## src/rtl/fsm_sensor_responder.sv

```systemverilog
// Plant-side responder for the motor-start controller.
// On each start pulse f it plays the x pattern 1,0,1, waits for the grant g,
// then either answers with y or withholds it, and checks how g behaves.
// The verdict is reported on the sticky pass/fail outputs.
module fsm_sensor_responder #(
  parameter int unsigned START_DLY = 2,
  parameter int unsigned G_TIMEOUT = 8,
  parameter int unsigned CHECK_CYC = 4,
  parameter int unsigned DENY_WIN  = 3
) (
  input  logic clk,
  input  logic resetn,
  input  logic en,
  input  logic y_ans,
  input  logic f,
  input  logic g,
  output logic x,
  output logic y,
  output logic busy,
  output logic pass,
  output logic fail
);

  localparam int unsigned MaxA = (START_DLY > G_TIMEOUT) ? START_DLY : G_TIMEOUT;
  localparam int unsigned MaxB = (CHECK_CYC > DENY_WIN) ? CHECK_CYC : DENY_WIN;
  localparam int unsigned MaxP = (MaxA > MaxB) ? MaxA : MaxB;
  localparam int unsigned CntW = (MaxP < 1) ? 1 : $clog2(MaxP + 1);

  localparam logic [CntW-1:0] CntOne = CntW'(1);

  typedef enum logic [3:0] {
    StIdle,
    StDly,
    StX1A,
    StX0,
    StX1B,
    StWaitG,
    StYHi,
    StNoY,
    StPass,
    StFail
  } state_e;

  state_e          state_q, state_d;
  logic [CntW-1:0] cnt_q, cnt_d;

  // State and counter registers.
  always_ff @(posedge clk or negedge resetn) begin
    if (!resetn) begin
      state_q <= StIdle;
      cnt_q   <= '0;
    end else begin
      state_q <= state_d;
      cnt_q   <= cnt_d;
    end
  end

  // Next-state logic: abort beats restart, restart beats the normal sequence.
  always_comb begin
    state_d = state_q;
    cnt_d   = cnt_q;
    if (!en) begin
      state_d = StIdle;
      cnt_d   = '0;
    end else if (f) begin
      // f is level-sampled, so a held f keeps re-arming the start delay.
      if (START_DLY == 0) begin
        state_d = StX1A;
        cnt_d   = '0;
      end else begin
        state_d = StDly;
        cnt_d   = CntW'(START_DLY);
      end
    end else begin
      unique case (state_q)
        StDly: begin
          if (cnt_q == CntOne) begin
            state_d = StX1A;
          end else begin
            cnt_d = cnt_q - CntOne;
          end
        end
        StX1A: state_d = StX0;
        StX0:  state_d = StX1B;
        StX1B: begin
          state_d = StWaitG;
          cnt_d   = CntW'(G_TIMEOUT);
        end
        StWaitG: begin
          if (g) begin
            // y_ans is latched into the branch taken at the g rise.
            state_d = y_ans ? StYHi : StNoY;
            cnt_d   = y_ans ? CntW'(CHECK_CYC) : CntW'(DENY_WIN);
          end else if (cnt_q == CntOne) begin
            state_d = StFail;
          end else begin
            cnt_d = cnt_q - CntOne;
          end
        end
        StYHi: begin
          if (!g) begin
            state_d = StFail;
          end else if (cnt_q == CntOne) begin
            state_d = StPass;
          end else begin
            cnt_d = cnt_q - CntOne;
          end
        end
        StNoY: begin
          if (!g) begin
            state_d = StPass;
          end else if (cnt_q == CntOne) begin
            state_d = StFail;
          end else begin
            cnt_d = cnt_q - CntOne;
          end
        end
        default: begin
          // Idle, Pass and Fail hold until a new start or an abort.
          state_d = state_q;
        end
      endcase
    end
  end

  // Moore output decode of the registered state.
  always_comb begin
    x    = (state_q == StX1A) || (state_q == StX1B);
    y    = (state_q == StYHi);
    pass = (state_q == StPass);
    fail = (state_q == StFail);
    busy = !((state_q == StIdle) || (state_q == StPass) || (state_q == StFail));
  end

endmodule
```

## config.mk

```make
export PLATFORM = sky130hd
export DESIGN_NAME = fsm_sensor_responder
export DESIGN_NICKNAME = d
export VERILOG_FILES = /design/src/rtl/fsm_sensor_responder.sv
export SDC_FILE = /design/constraint.sdc
export NUM_CORES = 1
export LEC_CHECK = 0
export BUFFER_PORTS_ARGS = -buffer_cell sky130_fd_sc_hd__buf_2
export CORE_AREA = 5 5 42 44
export DETAILED_ROUTE_END_ITERATION = 8
export DIE_AREA = 0 0 47 49
export PLACE_DENSITY = 0.72
export SETUP_SLACK_MARGIN = 0.15
export SYNTH_ARGS = -nofsm -noshare
export SYNTH_HDL_FRONTEND = slang
export SYNTH_SLANG_ARGS = --single-unit
```

## constraint.sdc

```tcl
create_clock -name clk -period 1.75 [get_ports clk]
set_input_delay 0.35 -clock clk [delete_from_list [all_inputs] [get_ports clk]]
set_output_delay 0.35 -clock clk [all_outputs]
set_load 0.005 [all_outputs]
```

======== Yosys cells after proc, flatten, opt, wreduce, memory -nomap -nowiden ========
Index checks and enable logic that the tools add are counted.
cells by class
  muxes and demuxes ....................... 17
  reductions and logical operators ........ 8
  equality and inequality tests ........... 15
  $add $sub $neg .......................... 1
operators with widths
  operator               count
  $mux W4                13
  $pmux W4 S7            1
  $eq A4 B3 Y1 const B   4
  $pmux W4 S4            1
  $ne A9 B2 Y1 const B   1
  $eq A4 B1 Y1 const B   2
  $eq A4 B2 Y1 const B   2
  $eq A4 B4 Y1 const B   2
  $ne A6 B2 Y1 const B   1
  $ne A5 B4 Y1 const B   1
  $logic_not A4 Y1       1
  $ne A4 B2 Y1 const B   1
  $ne A4 B4 Y1 const B   1
  $sub A4 B1 Y4 const B  1
  $logic_or A1 B1 Y1     3
  $mux W3                1
  $reduce_and A3 Y1      1
  $reduce_and A2 Y1      1
  $reduce_or A2 Y1       1
  $logic_not A1 Y1       1
  $mux W1                1
storage, ports and cells
  output and inout bits ................... 5
  word-level logic and storage cells ...... 43
  register bits after elaboration ......... 8
  bits of input ports ..................... 6

======== Longest topological paths before layout ========
Gate-level depths: netlist of run 1.
  word-level depth ........................ 6
  depth in mapped cells ................... 7
  mapped depth without buffers ............ 7

======== Worst setup path before layout of run 1 ========
OpenSTA, ideal clock, no wires.
  path kind ............................... reg2reg
  from .................................... register cnt_q[2]
  to ...................................... register cnt_q[3]
  cell stages (with the launch flop) ...... 5
  period minus slack after synthesis ...... 1400 ps
  setup slack ............................. 350 ps
  required time ........................... 1621 ps
  buffers on the path ..................... 0
  data arrival time ....................... 1271 ps
  library setup time ...................... 129 ps
  cells stage by stage .................... dfrtp_1 > or3_1 > a21o_1 > a221oi_1 > nor3_1
on the way
  longest elaborated chain between the ends .. 6
  elaborated cells between the ends (all ways) .. 8
  those cells by class .................... 1 x add/sub; 1 x eq/ne; 6 x mux
RTL lines
  item                                           RTL line  RTL
  from (decl)                                    45        logic [CntW-1:0] cnt_q, cnt_d;
  from (signal assigned)                         54        cnt_q <= cnt_d;
  $sub A4 B1 Y4 or $eq A4 B1 Y1 (tied branches)  n/a
  $mux W4 (*)                                    n/a
  $mux W4 (on tied branches)                     101, 90
  $pmux W4 S4 (*)                                75        unique case (state_q)
  $mux W4 (*)                                    65        end else if (f) begin
  $mux W4 (*)                                    62        if (!en) begin
Every way passes the cells marked *; elsewhere a longest branch is shown, timed or not. The select of a mux whose other input is x is not followed.
A chain may end at the register's enable or synchronous reset.

======== Final worst setup path of run 1 ========
  from .................................... register state_q[1]
  to ...................................... output pass
on the way
  longest elaborated chain between the ends .. 1
RTL lines
  item                    RTL line  RTL
  from (decl)             44        state_e state_q, state_d;
  from (signal assigned)  50        state_q <= StIdle;
  from (signal assigned)  53        state_q <= state_d;
  $eq A4 B4 Y1            130       pass = (state_q == StPass);
  to (decl)               20        output logic pass,
No other way between the ends.

==> results of run 1 <==
[Yosys cell counts (2+ instances only)]
master	instances
nor2_1	10
dfrtp_1	8
a21oi_1	7
nand2_1	7
inv_1	6
nor3_1	6
o21ai_0	6
buf_2	3
nand3_1	3
a21o_1	2
ha_1	2
nand2b_1	2
o21bai_1	2
o22ai_1	2
xnor2_1	2
[how the worst min path moves through the flow]
stage                          end  depth (start not counted)   start  slack (ns)
final                     cnt_q[1]                          3      en        0.34
after global routing      cnt_q[1]                          3      en        0.34
after CTS                 cnt_q[1]                          3      en        0.33
after detailed placement  cnt_q[1]                          1  resetn        0.20
after global placement    cnt_q[1]                          1  resetn        0.20
after floorplan           cnt_q[0]                          0  resetn        0.05
[cell families after synthesis]
| kind of cell | count (synthesis) | share of synthesized area (%) |
|---|---|---|
| AO/OA/AOI/OAI | 29 | 28.4 |
| XOR/XNOR | 2 | 2.61 |
| adder cells (fa/ha/maj) | 2 | 3.73 |
| buffers and inverters | 11 | 7.83 |
| flip-flops | 8 | 29.9 |
| AND/OR/NAND/NOR | 35 | 27.6 |
[through the flow]
stage	hold slack (ns)	util (%)	setup slack, ns	area (sq um)	total power [mW]
after floorplan	0.0544	-	0.350	671	0.273
after global placement	0.201	52.9	0.187	741	0.302
after detailed placement	0.200	52.9	0.171	741	0.303
after CTS	0.331	56.6	0.142	793	0.450
after global routing	0.343	66.4	0.0898	931	0.502
final	0.341	66.4	0.156	931	0.476
[cell type report]
cell class / count / area (sq um)
flip-flops and latches: 8 / 204
fillers: 120 / 470
inverters: 6 / 22.5
multi-input cells: 68 / 474
well taps: 16 / 20.0
repair buffers: 27 / 188
clock buffers: 3 / 22.5
[where the power goes]
part           internal [mW]  total (mW)  switching [mW]
registers              0.193       0.203          0.0100
clock network         0.0785       0.141          0.0626
logic                 0.0620       0.132          0.0695
total                  0.333       0.476           0.142
[what timing repair did]
action,in CTS,in global routing
setup buffers,2,10
resized for setup,3,19
setup endpoints to repair,5,12
hold buffers,1,0
pin swaps,0,6
endpoints found under the hold margin,8,0
[registers in the layout (all words and copies together) (netlist names)]
signal and flops:
cnt_q 4, state_q 4
[tightest hold or removal path, stage by stage]
cell     delay [ns]
buf_2          0.11
o31ai_1        0.06
nor2_1         0.04
[metal layers]
metal | global-route usage, % | vias up | share of wire [%]
met5 | 0 | - | 0
met4 | 5.53 | 0 | 0.53
met3 | 3.69 | 2 | 7.5
met2 | 19.9 | 31 | 48
met1 | 22.2 | 326 | 44
li1 | - | 366 | -
==> impl_metrics.env, run 1 <==
export IMPL_hold_viol_final=0
export IMPL_critical_path_top_delay_family="flip-flops"
export IMPL_worst_setup_path_start_kind="flip-flop"
export IMPL_grt_pass1_wl_um=2550
export IMPL_vias_per_cell=5.66
export IMPL_ys_flop_type="dfrtp_1"
export IMPL_drt_iter0_drc=18
export IMPL_peakVddDrop_v=0.000412
export IMPL_clkTransAtPathRegs_ns=0.05
export IMPL_die_x_um=47
export IMPL_tns_ns=0
export IMPL_critPathSlowestCell="dfrtp_2"
export IMPL_synth_edf_count=0
export IMPL_fp_row_count=14
export IMPL_relSlewSlack_pct=77.9
export IMPL_fin_cells=128
export IMPL_grt_usage_pct=14.8
export IMPL_ios=11
export IMPL_grt_ovfl_total=0
export IMPL_cp_end_kind="output port"
export IMPL_grt_max_degree=9
export IMPL_p_leak_nw=0.411
export IMPL_drive_above_1_share_pct=42.0
export IMPL_cts_buffers=3
export IMPL_r2r_slack_ns=0.17
export IMPL_layout_commonest_cell="buf_4"
export IMPL_path_cells="buf_6, nor2_4, nand2_2, nor2_1, buf_2"
export IMPL_synth_seq_cells=8
export IMPL_seq_area_frac_synth_pct=29.9
export IMPL_worstPathRequired_ns=1.40
export IMPL_reg2reg_from="cnt_q[2]"
export IMPL_setup_viol=0
export IMPL_drt_total_wl_um=1890
export IMPL_synth_area_leaders="dfrtp_1 30%, nor2_1 5.6%, a21oi_1 5.2%"
export IMPL_final_antenna_net_count=0
export IMPL_drtPass1Iterations=4
export IMPL_cts_num_sinks=8
export IMPL_cts_buffer_depth=2
export IMPL_syn_area_sq_um=671
export IMPL_fp_dieH_um=49
export IMPL_post_route_min_period_ns=1.59
export IMPL_post_drt_wl_per_cell_um=14.8
export IMPL_ff2ff_path_depth=4
export IMPL_start_util_pct=47.9
export IMPL_area_growth_syn_to_layout_pct=38.8
export IMPL_critPathKind="flip-flop to output port"
export IMPL_syn_nets=95
export IMPL_htree_levels=1
export IMPL_maxCapViolCount=0
export IMPL_final_cell_mix="14 x buf_4, 10 x buf_2, 9 x nor2_1, 6 x a21oi_1"
export IMPL_status="finished, final reports clean"
export IMPL_hpwlAfterDp_um=1200
export IMPL_p_per_area_nw_per_um2=511
export IMPL_crit_buf_inv=2
export IMPL_cp_num_cells=5
export IMPL_port_buffers=10
export IMPL_critPathMaxFanout=4
export IMPL_slowest_delay_ns=0.42
export IMPL_skew_ns=0.000863
export IMPL_nNetsFinal=122
export IMPL_cts_tree="done"
export IMPL_globalplace_congestion=0.857
export IMPL_grt_pass1_vias=587
export IMPL_vias=725
export IMPL_rr_endpoint="cnt_q[3]"
export IMPL_min_path_type="primary input to flip-flop"
export IMPL_drc_errors=0
export IMPL_antenna_found_initial=0
export IMPL_yosysTopAreaCell="dfrtp_1"
export IMPL_synthCells=87
export IMPL_synth_distinct_cells=34
export IMPL_design_core_area_sq_um=1400
export IMPL_clk_latency_ns=0.25
export IMPL_dieArea_sq_um=2300
export IMPL_ys_warn_count=0
export IMPL_max_freq_ghz=0.627
export IMPL_dp_cells=112
export IMPL_antenna_cells=0
export IMPL_critPathCapture="pass"
export IMPL_synth_top_area_share_pct=29.9
export IMPL_rsz0062_at_grt="true"
export IMPL_async_flop_share_pct=100
export IMPL_post_route_period_util_pct=91.1
export IMPL_worst_pin_slew_ns=0.332
export IMPL_maxSlewViolCount=0
export IMPL_cp_arrival_ns=1.24
export IMPL_cts_root_buf="clkbuf_4"
export IMPL_worstSetupStartpoint="state_q[1]"
export IMPL_syn_avg_cell_area_sq_um=7.71
(Power assumes the default switching activity.)
==> run 2, diff against run 1 <==
==> constraint.sdc (replaced) <==
create_clock -name clk -period 1.7 [get_ports clk]
set_input_delay 0.34 -clock clk [delete_from_list [all_inputs] [get_ports clk]]
set_output_delay 0.34 -clock clk [all_outputs]
set_load 0.005 [all_outputs]
==> impl_metrics.env, run 2 (synthesized netlist as in run 1, its figures left out) <==
export IMPL_status="finished, final reports clean"
export IMPL_antenna_found_initial=0
export IMPL_fp_row_count=14
export IMPL_hold_viol_final=0
export IMPL_die_x_um=47
export IMPL_worstPathRequired_ns=1.87
export IMPL_grt_pass1_vias=565
export IMPL_port_buffers=10
export IMPL_fp_dieH_um=49
export IMPL_drt_total_wl_um=1810
export IMPL_dp_cells=112
export IMPL_clkTransAtPathRegs_ns=0.05
export IMPL_slowest_delay_ns=0.42
export IMPL_drt_iter0_drc=19
export IMPL_clk_latency_ns=0.24
export IMPL_tns_ns=0
export IMPL_min_path_type="primary input to flip-flop"
export IMPL_rsz0062_at_grt="true"
export IMPL_nNetsFinal=119
export IMPL_cp_end_kind="flip-flop"
export IMPL_critPathMaxFanout=3
export IMPL_area_growth_syn_to_layout_pct=36.8
export IMPL_fin_cells=125
export IMPL_comb_power_share_pct=28.6
export IMPL_maxSlewViolCount=0
export IMPL_drive_above_1_share_pct=41.3
export IMPL_vias_per_cell=5.92
export IMPL_post_drt_wl_per_cell_um=14.5
export IMPL_vias=740
export IMPL_maxCapViolCount=0
export IMPL_cts_num_sinks=8
export IMPL_critPathKind="flip-flop to flip-flop"
export IMPL_start_util_pct=47.9
export IMPL_setup_viol=0
export IMPL_clkPwrFrac_pct=27.6
export IMPL_final_antenna_net_count=0
export IMPL_drtPass1Iterations=6
export IMPL_relSlewSlack_pct=76.4
export IMPL_swShare_pct=28.9
export IMPL_largest_registers="cnt_q: 4 flops, state_q: 4 flops"
export IMPL_ios=11
export IMPL_worst_pin_slew_ns=0.354
export IMPL_dieArea_sq_um=2300
export IMPL_antenna_cells=0
export IMPL_grt_ovfl_total=0
export IMPL_p_int_uw=341
export IMPL_p_switching_uw=139
export IMPL_p_per_area_nw_per_um2=523
export IMPL_max_freq_ghz=0.652
export IMPL_path_cells="inv_2, ha_4, nand2b_1, or2_2, o21ai_0, a22oi_1, nor2_1"
export IMPL_p_leak_nw=0.398
export IMPL_final_cell_mix="11 x buf_4, 10 x buf_2, 9 x nor2_1, 6 x nor3_1, 6 x dfrtp_1"
export IMPL_worst_setup_path_start_kind="flip-flop"
export IMPL_design_core_area_sq_um=1400
export IMPL_htree_levels=1
export IMPL_grt_usage_pct=14.3
export IMPL_cts_buffer_depth=2
export IMPL_layout_commonest_cell="buf_4"
export IMPL_cp_arrival_ns=1.70
export IMPL_cts_buffers=3
export IMPL_peakVddDrop_v=0.000409
export IMPL_post_route_period_util_pct=90.2
export IMPL_grt_max_degree=14
export IMPL_cts_root_buf="clkbuf_4"
export IMPL_drc_errors=0
export IMPL_cts_tree="done"
export IMPL_critPathSlowestCell="dfrtp_1"
export IMPL_post_route_min_period_ns=1.53
export IMPL_globalplace_congestion=0.842
export IMPL_skew_ns=0.00412
export IMPL_grt_pass1_wl_um=2500
export IMPL_hpwlAfterDp_um=1140
export IMPL_seq_power_share_pct=43.8
run 2: changes by cell type in the layout (fill, tap and decap cells not counted), moves of 2 or more:
| cell | before | now |
|---|---|---|
| buf_4 | 14 | 11 |
| inv_1 | 5 | 3 |
| inv_2 | 1 | 3 |
| o21ai_1 | 3 | 1 |
run 2: stage by stage:
| step | power, mW | utilization, % | setup WS [ns] | hold WS [ns] | cell area (sq um) |
|---|---|---|---|---|---|
| 6_report | 0.479 | 65.4 | 0.167 | 0.341 | 917 |
| 5_1_grt | 0.509 | 65.4 | 0.0846 | 0.351 | 917 |
| 4_1_cts | 0.454 | 58.2 | 0.154 | 0.333 | 816 |
| 3_5_place_dp | 0.311 | 52.9 | 0.0586 | 0.184 | 741 |
| 3_3_place_gp | 0.310 | 52.9 | 0.116 | 0.186 | 741 |
| 2_1_floorplan | 0.281 | - | 0.300 | 0.0444 | 671 |
run 2: final timing paths:
kind                          start    endpoint  slack [ns]  cells past startpoint
max                        cnt_q[1]  state_q[1]        0.17                      7
min                              en    cnt_q[1]        0.34                      3
max reg2reg                cnt_q[1]  state_q[1]        0.17                      7
min reg2reg                cnt_q[2]    cnt_q[2]        0.65                      2
max in group asynchronous    resetn    cnt_q[0]        1.06                      2
min in group asynchronous    resetn    cnt_q[1]        0.46                      2
run 2: final cells by class:
type,instances,area [sq um]
Tap cell,16,20.0
Sequential cell,8,203
Clock buffer,3,22.5
Inverter,6,22.5
Multi-Input combinational cell,68,484
Fill cell,113,484
Timing Repair Buffer,24,165
run 2: timing repair:
item	CTS	global route
gates resized for setup	8	18
hold buffers	1	0
pin swaps	0	12
setup endpoints to repair	9	12
hold endpoints to repair	8	0
setup buffers	3	6
gates cloned	0	0
run 2: critical path, delay by kind of cell (launching register included):
family	cells	cell delay, ns
AO/OA/AOI/OAI	2	0.30
flip-flops	1	0.42
buffers and inverters	1	0.10
adder cells (fa/ha/maj)	1	0.14
AND/OR/NAND/NOR	3	0.51
run 2: power groups by stage:
stage               logic [mW]  registers [mW]  clock network (mW)
floorplan               0.0728           0.208                   0
CTS                      0.108           0.207               0.139
finish                   0.137           0.210               0.132
global placement         0.101           0.209                   0
global route             0.148           0.211               0.150
detailed placement       0.101           0.209                   0
run 2: metal layers:
layer	global-route usage, %	share of wire (%)	vias to the layer above
met1	20.6	43	342
met5	0	0	-
met2	21.5	48	34
met4	4.15	2.4	0
met3	2.21	5.8	6
li1	-	-	358
